File: config.mk
export PLATFORM = sky130hd
export DESIGN_NAME = mer_tc0_pkt_fifo_flat
export DESIGN_NICKNAME = d
export VERILOG_FILES = /design/src/rtl/mer_tc0_pkt_fifo_pkg.sv /design/src/rtl/mer_tc0_pkt_fifo_if.sv /design/src/rtl/mer_tc0_pkt_fifo_ram.sv /design/src/rtl/mer_tc0_pkt_fifo.sv /design/src/flat_wrapper.sv
export SDC_FILE = /design/constraint.sdc
export NUM_CORES = 1
export LEC_CHECK = 0
export ABC_AREA = 1
export BUFFER_PORTS_ARGS = -buffer_cell sky130_fd_sc_hd__buf_4
export CORE_MARGIN = 3
export CORE_UTILIZATION = 61
export CTS_CLUSTER_DIAMETER = 150
export DETAILED_ROUTE_END_ITERATION = 8
export GPL_TIMING_DRIVEN = 0
export PLACE_DENSITY = 0.85
export SYNTH_ARGS = -nofsm -noshare
export SYNTH_HDL_FRONTEND = slang
export SYNTH_SLANG_ARGS = --single-unit
File: constraint.sdc
create_clock -name clk -period 5.65 [get_ports clk]
set_input_delay 0.2825 -clock clk [delete_from_list [all_inputs] [get_ports clk]]
set_output_delay 0.2825 -clock clk [all_outputs]
set_load 0.02 [all_outputs]
File: src/rtl/mer_tc0_pkt_fifo_pkg.sv
// Packet layout shared by the Mer -> TC0 queue: field widths, bit positions and pack/unpack helpers.
package mer_tc0_pkt_fifo_pkg;
   localparam int LR_W   = 1;
   localparam int NODE_W = 16;
   localparam int GEN_W  = 12;
   localparam int OPR_W  = 32;
   localparam int UNI_W  = 1;
   localparam int WEN_W  = 2;
   localparam int PKT_W  = LR_W + NODE_W + GEN_W + OPR_W + UNI_W + WEN_W;

   // Field order, MSB first: lr, node, gen, opr, uni_opr, mem_wen
   localparam int WEN_LSB  = 0;
   localparam int UNI_LSB  = WEN_LSB + WEN_W;
   localparam int OPR_LSB  = UNI_LSB + UNI_W;
   localparam int GEN_LSB  = OPR_LSB + OPR_W;
   localparam int NODE_LSB = GEN_LSB + GEN_W;
   localparam int LR_LSB   = NODE_LSB + NODE_W;

   typedef struct packed {
      logic [LR_W-1:0]   lr;
      logic [NODE_W-1:0] node;
      logic [GEN_W-1:0]  gen;
      logic [OPR_W-1:0]  opr;
      logic [UNI_W-1:0]  uni_opr;
      logic [WEN_W-1:0]  mem_wen;
   } pkt_t;

   function automatic logic [PKT_W-1:0] pkt_pack(input pkt_t p);
      logic [PKT_W-1:0] v;
      v = '0;
      v[LR_LSB   +: LR_W]   = p.lr;
      v[NODE_LSB +: NODE_W] = p.node;
      v[GEN_LSB  +: GEN_W]  = p.gen;
      v[OPR_LSB  +: OPR_W]  = p.opr;
      v[UNI_LSB  +: UNI_W]  = p.uni_opr;
      v[WEN_LSB  +: WEN_W]  = p.mem_wen;
      return v;
   endfunction

   function automatic pkt_t pkt_unpack(input logic [PKT_W-1:0] v);
      pkt_t p;
      p.lr      = v[LR_LSB   +: LR_W];
      p.node    = v[NODE_LSB +: NODE_W];
      p.gen     = v[GEN_LSB  +: GEN_W];
      p.opr     = v[OPR_LSB  +: OPR_W];
      p.uni_opr = v[UNI_LSB  +: UNI_W];
      p.mem_wen = v[WEN_LSB  +: WEN_W];
      return p;
   endfunction
endpackage

File: src/rtl/mer_tc0_pkt_fifo_if.sv
// Mer-side push bus, TC0-side valid/ready bus and arbiter status for the packet queue.
interface mer_tc0_pkt_fifo_if #(parameter int DEPTH = 8);
   localparam int CW = $clog2(DEPTH) + 1;

   logic        vld_mer_i_fifo;
   logic        lr_mer_i_fifo;
   logic [15:0] node_mer_i_fifo;
   logic [11:0] gen_mer_i_fifo;
   logic [31:0] opr_mer_i_fifo;
   logic        uni_opr_mer_i_fifo;
   logic [1:0]  mem_wen_mer_i_fifo;
   logic        rdy_tc0_i_fifo;

   logic          vld_o_fifo;
   logic          lr_o_fifo;
   logic [15:0]   node_o_fifo;
   logic [11:0]   gen_o_fifo;
   logic [31:0]   opr_o_fifo;
   logic          uni_opr_o_fifo;
   logic [1:0]    mem_wen_o_fifo;
   logic          aeb_o_fifo;
   logic          afb_o_fifo;
   logic [CW-1:0] cnt_o_fifo;
   logic          ovf_o_fifo;

   modport master (
      output vld_mer_i_fifo, lr_mer_i_fifo, node_mer_i_fifo, gen_mer_i_fifo, opr_mer_i_fifo,
             uni_opr_mer_i_fifo, mem_wen_mer_i_fifo, rdy_tc0_i_fifo,
      input  vld_o_fifo, lr_o_fifo, node_o_fifo, gen_o_fifo, opr_o_fifo, uni_opr_o_fifo,
             mem_wen_o_fifo, aeb_o_fifo, afb_o_fifo, cnt_o_fifo, ovf_o_fifo
   );

   modport slave (
      input  vld_mer_i_fifo, lr_mer_i_fifo, node_mer_i_fifo, gen_mer_i_fifo, opr_mer_i_fifo,
             uni_opr_mer_i_fifo, mem_wen_mer_i_fifo, rdy_tc0_i_fifo,
      output vld_o_fifo, lr_o_fifo, node_o_fifo, gen_o_fifo, opr_o_fifo, uni_opr_o_fifo,
             mem_wen_o_fifo, aeb_o_fifo, afb_o_fifo, cnt_o_fifo, ovf_o_fifo
   );
endinterface

File: src/rtl/mer_tc0_pkt_fifo_ram.sv
// Packet storage: synchronous write, asynchronous read so it can live in distributed RAM.
module mer_tc0_pkt_fifo_ram
   import mer_tc0_pkt_fifo_pkg::*;
#(
   parameter int DEPTH = 8
) (
   input  logic                     clk,
   input  logic                     we_i,
   input  logic [$clog2(DEPTH)-1:0] waddr_i,
   input  logic [PKT_W-1:0]         wdata_i,
   input  logic [$clog2(DEPTH)-1:0] raddr_i,
   output logic [PKT_W-1:0]         rdata_o
);
   logic [PKT_W-1:0] mem_q [DEPTH];

   always_ff @(posedge clk) begin
      if (we_i) mem_q[waddr_i] <= wdata_i;
   end

   assign rdata_o = mem_q[raddr_i];
endmodule

File: src/rtl/mer_tc0_pkt_fifo.sv
// Elastic Mer -> TC0 packet queue with a registered show-ahead head and almost-empty/full status.
module mer_tc0_pkt_fifo
   import mer_tc0_pkt_fifo_pkg::*;
#(
   parameter int DEPTH    = 8,
   parameter int AE_LEVEL = 1,
   parameter int AF_LEVEL = 6
) (
   input logic              clk,
   input logic              rst,
   mer_tc0_pkt_fifo_if.slave bus
);
   localparam int AW = $clog2(DEPTH);
   localparam int CW = AW + 1;

   logic [AW-1:0]    wr_ptr_q, wr_ptr_d, rd_ptr_q, rd_ptr_d;
   logic [CW-1:0]    cnt_q, cnt_d;
   logic             ovf_q, ovf_d, vld_q;
   pkt_t             head_q, head_d, in_pkt;
   logic [PKT_W-1:0] ram_rdata;
   logic             full, push, pop;

   always_comb begin
      in_pkt.lr      = bus.lr_mer_i_fifo;
      in_pkt.node    = bus.node_mer_i_fifo;
      in_pkt.gen     = bus.gen_mer_i_fifo;
      in_pkt.opr     = bus.opr_mer_i_fifo;
      in_pkt.uni_opr = bus.uni_opr_mer_i_fifo;
      in_pkt.mem_wen = bus.mem_wen_mer_i_fifo;

      full = (cnt_q == CW'(DEPTH));
      pop  = vld_q & bus.rdy_tc0_i_fifo;
      // A pop frees the slot this cycle, so a full queue can still take the push.
      push = bus.vld_mer_i_fifo & (~full | pop);

      wr_ptr_d = push ? wr_ptr_q + AW'(1) : wr_ptr_q;
      rd_ptr_d = pop  ? rd_ptr_q + AW'(1) : rd_ptr_q;
      cnt_d    = cnt_q + CW'(push) - CW'(pop);
      ovf_d    = ovf_q | (bus.vld_mer_i_fifo & full & ~pop);

      // Next head is being written this same edge when it sits at wr_ptr: bypass the RAM.
      head_d = head_q;
      if (cnt_d != '0) begin
         if (push && (rd_ptr_d == wr_ptr_q)) head_d = in_pkt;
         else                                head_d = pkt_unpack(ram_rdata);
      end
   end

   mer_tc0_pkt_fifo_ram #(.DEPTH(DEPTH)) u_ram (
      .clk     (clk),
      .we_i    (push),
      .waddr_i (wr_ptr_q),
      .wdata_i (pkt_pack(in_pkt)),
      .raddr_i (rd_ptr_d),
      .rdata_o (ram_rdata)
   );

   always_ff @(posedge clk) begin
      if (rst) begin
         wr_ptr_q <= '0;
         rd_ptr_q <= '0;
         cnt_q    <= '0;
         ovf_q    <= 1'b0;
         vld_q    <= 1'b0;
         head_q   <= '0;
      end else begin
         wr_ptr_q <= wr_ptr_d;
         rd_ptr_q <= rd_ptr_d;
         cnt_q    <= cnt_d;
         ovf_q    <= ovf_d;
         vld_q    <= (cnt_d != '0);
         head_q   <= head_d;
      end
   end

   assign bus.vld_o_fifo     = vld_q;
   assign bus.lr_o_fifo      = head_q.lr;
   assign bus.node_o_fifo    = head_q.node;
   assign bus.gen_o_fifo     = head_q.gen;
   assign bus.opr_o_fifo     = head_q.opr;
   assign bus.uni_opr_o_fifo = head_q.uni_opr;
   assign bus.mem_wen_o_fifo = head_q.mem_wen;
   assign bus.cnt_o_fifo     = cnt_q;
   assign bus.aeb_o_fifo     = (cnt_q <= CW'(AE_LEVEL));
   assign bus.afb_o_fifo     = (cnt_q >= CW'(AF_LEVEL));
   assign bus.ovf_o_fifo     = ovf_q;
endmodule
File: src/flat_wrapper.sv
// flat-port wrapper written by rule: the top's interface ports become plain ports
module mer_tc0_pkt_fifo_flat import mer_tc0_pkt_fifo_pkg::*;
#(
   parameter int DEPTH    = 8,
   parameter int AE_LEVEL = 1,
   parameter int AF_LEVEL = 6
)
  (clk, rst, bus_vld_mer_i_fifo, bus_lr_mer_i_fifo, bus_node_mer_i_fifo, bus_gen_mer_i_fifo, bus_opr_mer_i_fifo, bus_uni_opr_mer_i_fifo, bus_mem_wen_mer_i_fifo, bus_rdy_tc0_i_fifo, bus_vld_o_fifo, bus_lr_o_fifo, bus_node_o_fifo, bus_gen_o_fifo, bus_opr_o_fifo, bus_uni_opr_o_fifo, bus_mem_wen_o_fifo, bus_aeb_o_fifo, bus_afb_o_fifo, bus_cnt_o_fifo, bus_ovf_o_fifo);
  mer_tc0_pkt_fifo_if #(.DEPTH(DEPTH)) bus_i ();
  input logic clk;
  input logic rst;
  input wire logic [$bits(bus_i.vld_mer_i_fifo)-1:0] bus_vld_mer_i_fifo;
  input wire logic [$bits(bus_i.lr_mer_i_fifo)-1:0] bus_lr_mer_i_fifo;
  input wire logic [$bits(bus_i.node_mer_i_fifo)-1:0] bus_node_mer_i_fifo;
  input wire logic [$bits(bus_i.gen_mer_i_fifo)-1:0] bus_gen_mer_i_fifo;
  input wire logic [$bits(bus_i.opr_mer_i_fifo)-1:0] bus_opr_mer_i_fifo;
  input wire logic [$bits(bus_i.uni_opr_mer_i_fifo)-1:0] bus_uni_opr_mer_i_fifo;
  input wire logic [$bits(bus_i.mem_wen_mer_i_fifo)-1:0] bus_mem_wen_mer_i_fifo;
  input wire logic [$bits(bus_i.rdy_tc0_i_fifo)-1:0] bus_rdy_tc0_i_fifo;
  output wire logic [$bits(bus_i.vld_o_fifo)-1:0] bus_vld_o_fifo;
  output wire logic [$bits(bus_i.lr_o_fifo)-1:0] bus_lr_o_fifo;
  output wire logic [$bits(bus_i.node_o_fifo)-1:0] bus_node_o_fifo;
  output wire logic [$bits(bus_i.gen_o_fifo)-1:0] bus_gen_o_fifo;
  output wire logic [$bits(bus_i.opr_o_fifo)-1:0] bus_opr_o_fifo;
  output wire logic [$bits(bus_i.uni_opr_o_fifo)-1:0] bus_uni_opr_o_fifo;
  output wire logic [$bits(bus_i.mem_wen_o_fifo)-1:0] bus_mem_wen_o_fifo;
  output wire logic [$bits(bus_i.aeb_o_fifo)-1:0] bus_aeb_o_fifo;
  output wire logic [$bits(bus_i.afb_o_fifo)-1:0] bus_afb_o_fifo;
  output wire logic [$bits(bus_i.cnt_o_fifo)-1:0] bus_cnt_o_fifo;
  output wire logic [$bits(bus_i.ovf_o_fifo)-1:0] bus_ovf_o_fifo;
  assign bus_i.vld_mer_i_fifo = bus_vld_mer_i_fifo;
  assign bus_i.lr_mer_i_fifo = bus_lr_mer_i_fifo;
  assign bus_i.node_mer_i_fifo = bus_node_mer_i_fifo;
  assign bus_i.gen_mer_i_fifo = bus_gen_mer_i_fifo;
  assign bus_i.opr_mer_i_fifo = bus_opr_mer_i_fifo;
  assign bus_i.uni_opr_mer_i_fifo = bus_uni_opr_mer_i_fifo;
  assign bus_i.mem_wen_mer_i_fifo = bus_mem_wen_mer_i_fifo;
  assign bus_i.rdy_tc0_i_fifo = bus_rdy_tc0_i_fifo;
  assign bus_vld_o_fifo = bus_i.vld_o_fifo;
  assign bus_lr_o_fifo = bus_i.lr_o_fifo;
  assign bus_node_o_fifo = bus_i.node_o_fifo;
  assign bus_gen_o_fifo = bus_i.gen_o_fifo;
  assign bus_opr_o_fifo = bus_i.opr_o_fifo;
  assign bus_uni_opr_o_fifo = bus_i.uni_opr_o_fifo;
  assign bus_mem_wen_o_fifo = bus_i.mem_wen_o_fifo;
  assign bus_aeb_o_fifo = bus_i.aeb_o_fifo;
  assign bus_afb_o_fifo = bus_i.afb_o_fifo;
  assign bus_cnt_o_fifo = bus_i.cnt_o_fifo;
  assign bus_ovf_o_fifo = bus_i.ovf_o_fifo;
  mer_tc0_pkt_fifo #(.DEPTH(DEPTH), .AE_LEVEL(AE_LEVEL), .AF_LEVEL(AF_LEVEL)) u_core (.clk(clk), .rst(rst), .bus(bus_i));
endmodule
==> out/qor.yml <==
numCtsBuffers: 58
cts_buffer_depth: 3
die_y_um: 208
groute.usage.overall: 0.308
clk_pin_slew_ns: 0.06
startpoint_type: "register"
fin_ws_ns: 1.66
drc_errors: 1
power_density_nw_per_um2: 467
peakVddDrop_v: 0.000469
portBuffers: 139
hold_end: "u_core.bus.cnt_o_fifo[1]"
avgSynthCellArea_sq_um: 10.3
r2r-end: "u_core.bus.opr_o_fifo[22]"
final.setup_skew_ns: 0.0261
hp-start: "rst"
min_path_type: "in -> reg"
r2r_start: "u_core.bus.vld_o_fifo"
setup_tns_ns: 0
netlist_area_sq_um: 25000
whs_path_depth: 3
violations: "DRC"
vias: 19300
fmax_mhz: 250
min_period_ns: 3.99
synthArstFlopShare: 0
drt-total-wl_um: 67800
grt_pass1_wl_um: 105000
finalNetCount: 2777
layout-drive-gt1-share: 0.121
yosysTopAreaCell: "edfxtp_1"
start_util: 0.623
yosysSeqAreaShare: 0.677
routed_via_density: 5.90
synth_top_cell_area_share: 0.616
cts_root_buffer: "clkbuf_16"
maxCapViolations: 0
cts_setup_buffers: 0
hpwl_um: 43000
outcome: "finished with violations"
cts_tree: "yes"
synthTopCellsByCount: "671 x nand2_1, 512 x edfxtp_1, 454 x nand3_1"
cts_sinks: 588
cp.arrival_ns: 4.55
relSlewSlack: 0.373
cts_max_level: 2
maxSlewViolCount: 0
syn-instance-count: 2419
hold_viol: 0
overflow: 0
antenna_left: 0
yosys_warnings: 0
yosys-top-cells-area: "edfxtp_1 62%, nand2_1 10%, nand3_1 9.1%"
critical_path.max_fanout: 10
top_level_ports: 140
die_x_um: 208
dp_slack_ns: 1.85
slowest_stage: "nor2_2"
synth.most_common_cell: "nand2_1"
drt-initial-drc-count: 2501
clkLatencyLatePin_ns: 0.63
setup_viol_count_final: 0
antenna_cells: 0
crit_required_ns: 6.21
syn_nets: 2496
dieArea_sq_um: 43400
worstRegToRegCells: 15
ys.flop_type: "edfxtp_1"
worst_path_most_repeated_cell: "nand2_1"
dpl_cell_area_sq_um: 27100
ys_ff_latch: 588
final_area_sq_um: 29700
cp-end-kind: "register"
leakage_nw: 12.4
utilization: 0.741
period_share: 0.707
antenna_found_initial: 0
fin_hold_ws_ns: 0.216
core_region_area_sq_um: 40100
grt_pass1_vias: 19800
ys_types: 26
grt_max_degree: 29
worstMarginPinSlew_ns: 0.941
rrSetupSlack_ns: 1.66
rsz0062_at_grt: "false"
synth-edff-count: 512
path_cells: "nand2_2 -> nand2_1 -> nor2_1 -> nor2_4 -> ha_1 -> inv_1 -> fa_1 -> nand2_1 -> nor2_1 -> nand3_1 -> buf_2 -> nor2_2 -> clkbuf_1 -> nand2_1 -> nand2_1"
num_rows: 73
area_growth_pct: 19.0
cpPeakStageDelay_ns: 0.56
routabilityCongestion: 0.842
wl_per_cell_um: 20.7
first_pass_iters: 8
path_class: "reg -> reg"
-- worst max-delay path by stage --
stage / slack, ns / end / start / depth (start not counted)
floorplan: 1.35 / u_core.u_ram.mem_q[0][0] / u_core.bus.cnt_o_fifo[2] / 7
global placement: -1.03 / u_core.u_ram.mem_q[2][18] / u_core.bus.vld_o_fifo / 6
detailed placement: 1.85 / u_core.bus.opr_o_fifo[15] / u_core.bus.vld_o_fifo / 15
CTS: 1.84 / u_core.bus.opr_o_fifo[3] / u_core.bus.vld_o_fifo / 15
global route: 1.48 / u_core.bus.opr_o_fifo[22] / u_core.bus.vld_o_fifo / 15
finish: 1.66 / u_core.bus.opr_o_fifo[22] / u_core.bus.vld_o_fifo / 15
-- flip-flops by register name, indices dropped and copies added, names as in the netlist --
name / cells
u_core.bus.vld_o_fifo: 1
u_core.bus.mem_wen_o_fifo: 2
u_core.bus.lr_o_fifo: 1
u_core.bus.uni_opr_o_fifo: 1
u_core.wr_ptr_q: 3
u_core.u_ram.mem_q: 512
u_core.rd_ptr_q: 3
u_core.bus.ovf_o_fifo: 1
u_core.bus.opr_o_fifo: 32
u_core.bus.cnt_o_fifo: 4
u_core.bus.node_o_fifo: 16
u_core.bus.gen_o_fifo: 12
-- cell type report --
class	instances	area [sq um]
clock inverter	31	285
buffer	138	731
timing repair buffer	221	2080
clock buffer	79	1650
inverter	276	1040
multi-input combinational	1417	6370
fill	2438	10400
sequential	588	16900
tap	525	657
-- worst max-delay path: cells and delay by family, from the launching register on --
kind,cells,cell delay [ns]
buffers and inverters,3,0.90
AND/OR/NAND/NOR,10,1.74
adder cells (fa/ha/maj),2,0.73
flip-flops,1,0.53
-- layer usage --
metal,track usage,part of all wire
met4,0.155,0.045
met3,0.0606,0.12
met5,0,0
met2,0.528,0.50
met1,0.374,0.34
-- stage by stage --
step	total power [W]	std cells
6_report	0.0139	3275
4_1_cts	0.0138	3275
3_3_place_gp	0.00967	3083
3_5_place_dp	0.00988	3100
2_1_floorplan	0.00824	2419
5_1_grt	0.0145	3275
-- cells by family after synthesis --
logic type                 after synthesis  share of synthesized area
buffers and inverters                  414                     0.0707
and+or+nand+nor                       1363                      0.239
adders and majority gates                9                    0.00481
AOI/OAI and AO/OA                       44                    0.00882
DFF                                    588                      0.677
xor gates and xnor gates                 1                   0.000351
-- where the power goes --
part	leakage, nW	switching, W	internal [W]	total (W)
Sequential	5.28	0.000187	0.00513	0.00532
Combinational	6.21	0.00317	0.00150	0.00467
Clock	0.955	0.00165	0.00223	0.00388
Total	12.4	0.00501	0.00886	0.0139
-- repair_timing --
item,4_1_cts,5_1_grt
gates resized for setup,0,0
endpoints found under the hold margin,513,0
hold buffers,65,0
-- layout by cell type (no fill, tap or decap), types with 3 or more instances in the layout --
master,count
clkbuf_1,53
ha_1,8
clkinv_2,14
nand2_2,3
dfxtp_1,76
a21oi_1,6
clkinv_1,6
buf_2,41
clkbuf_8,10
edfxtp_1,512
buf_1,28
nand2_1,671
o21ai_0,37
bufinv_16,4
clkbuf_16,59
clkinvlp_4,3
nand3_1,454
buf_16,6
nand3b_1,63
dlygate4sd3_1,65
buf_4,148
inv_1,275
buf_12,11
buf_6,17
nor2_4,10
nor2_1,157
Power figures use the tool's default switching activity.
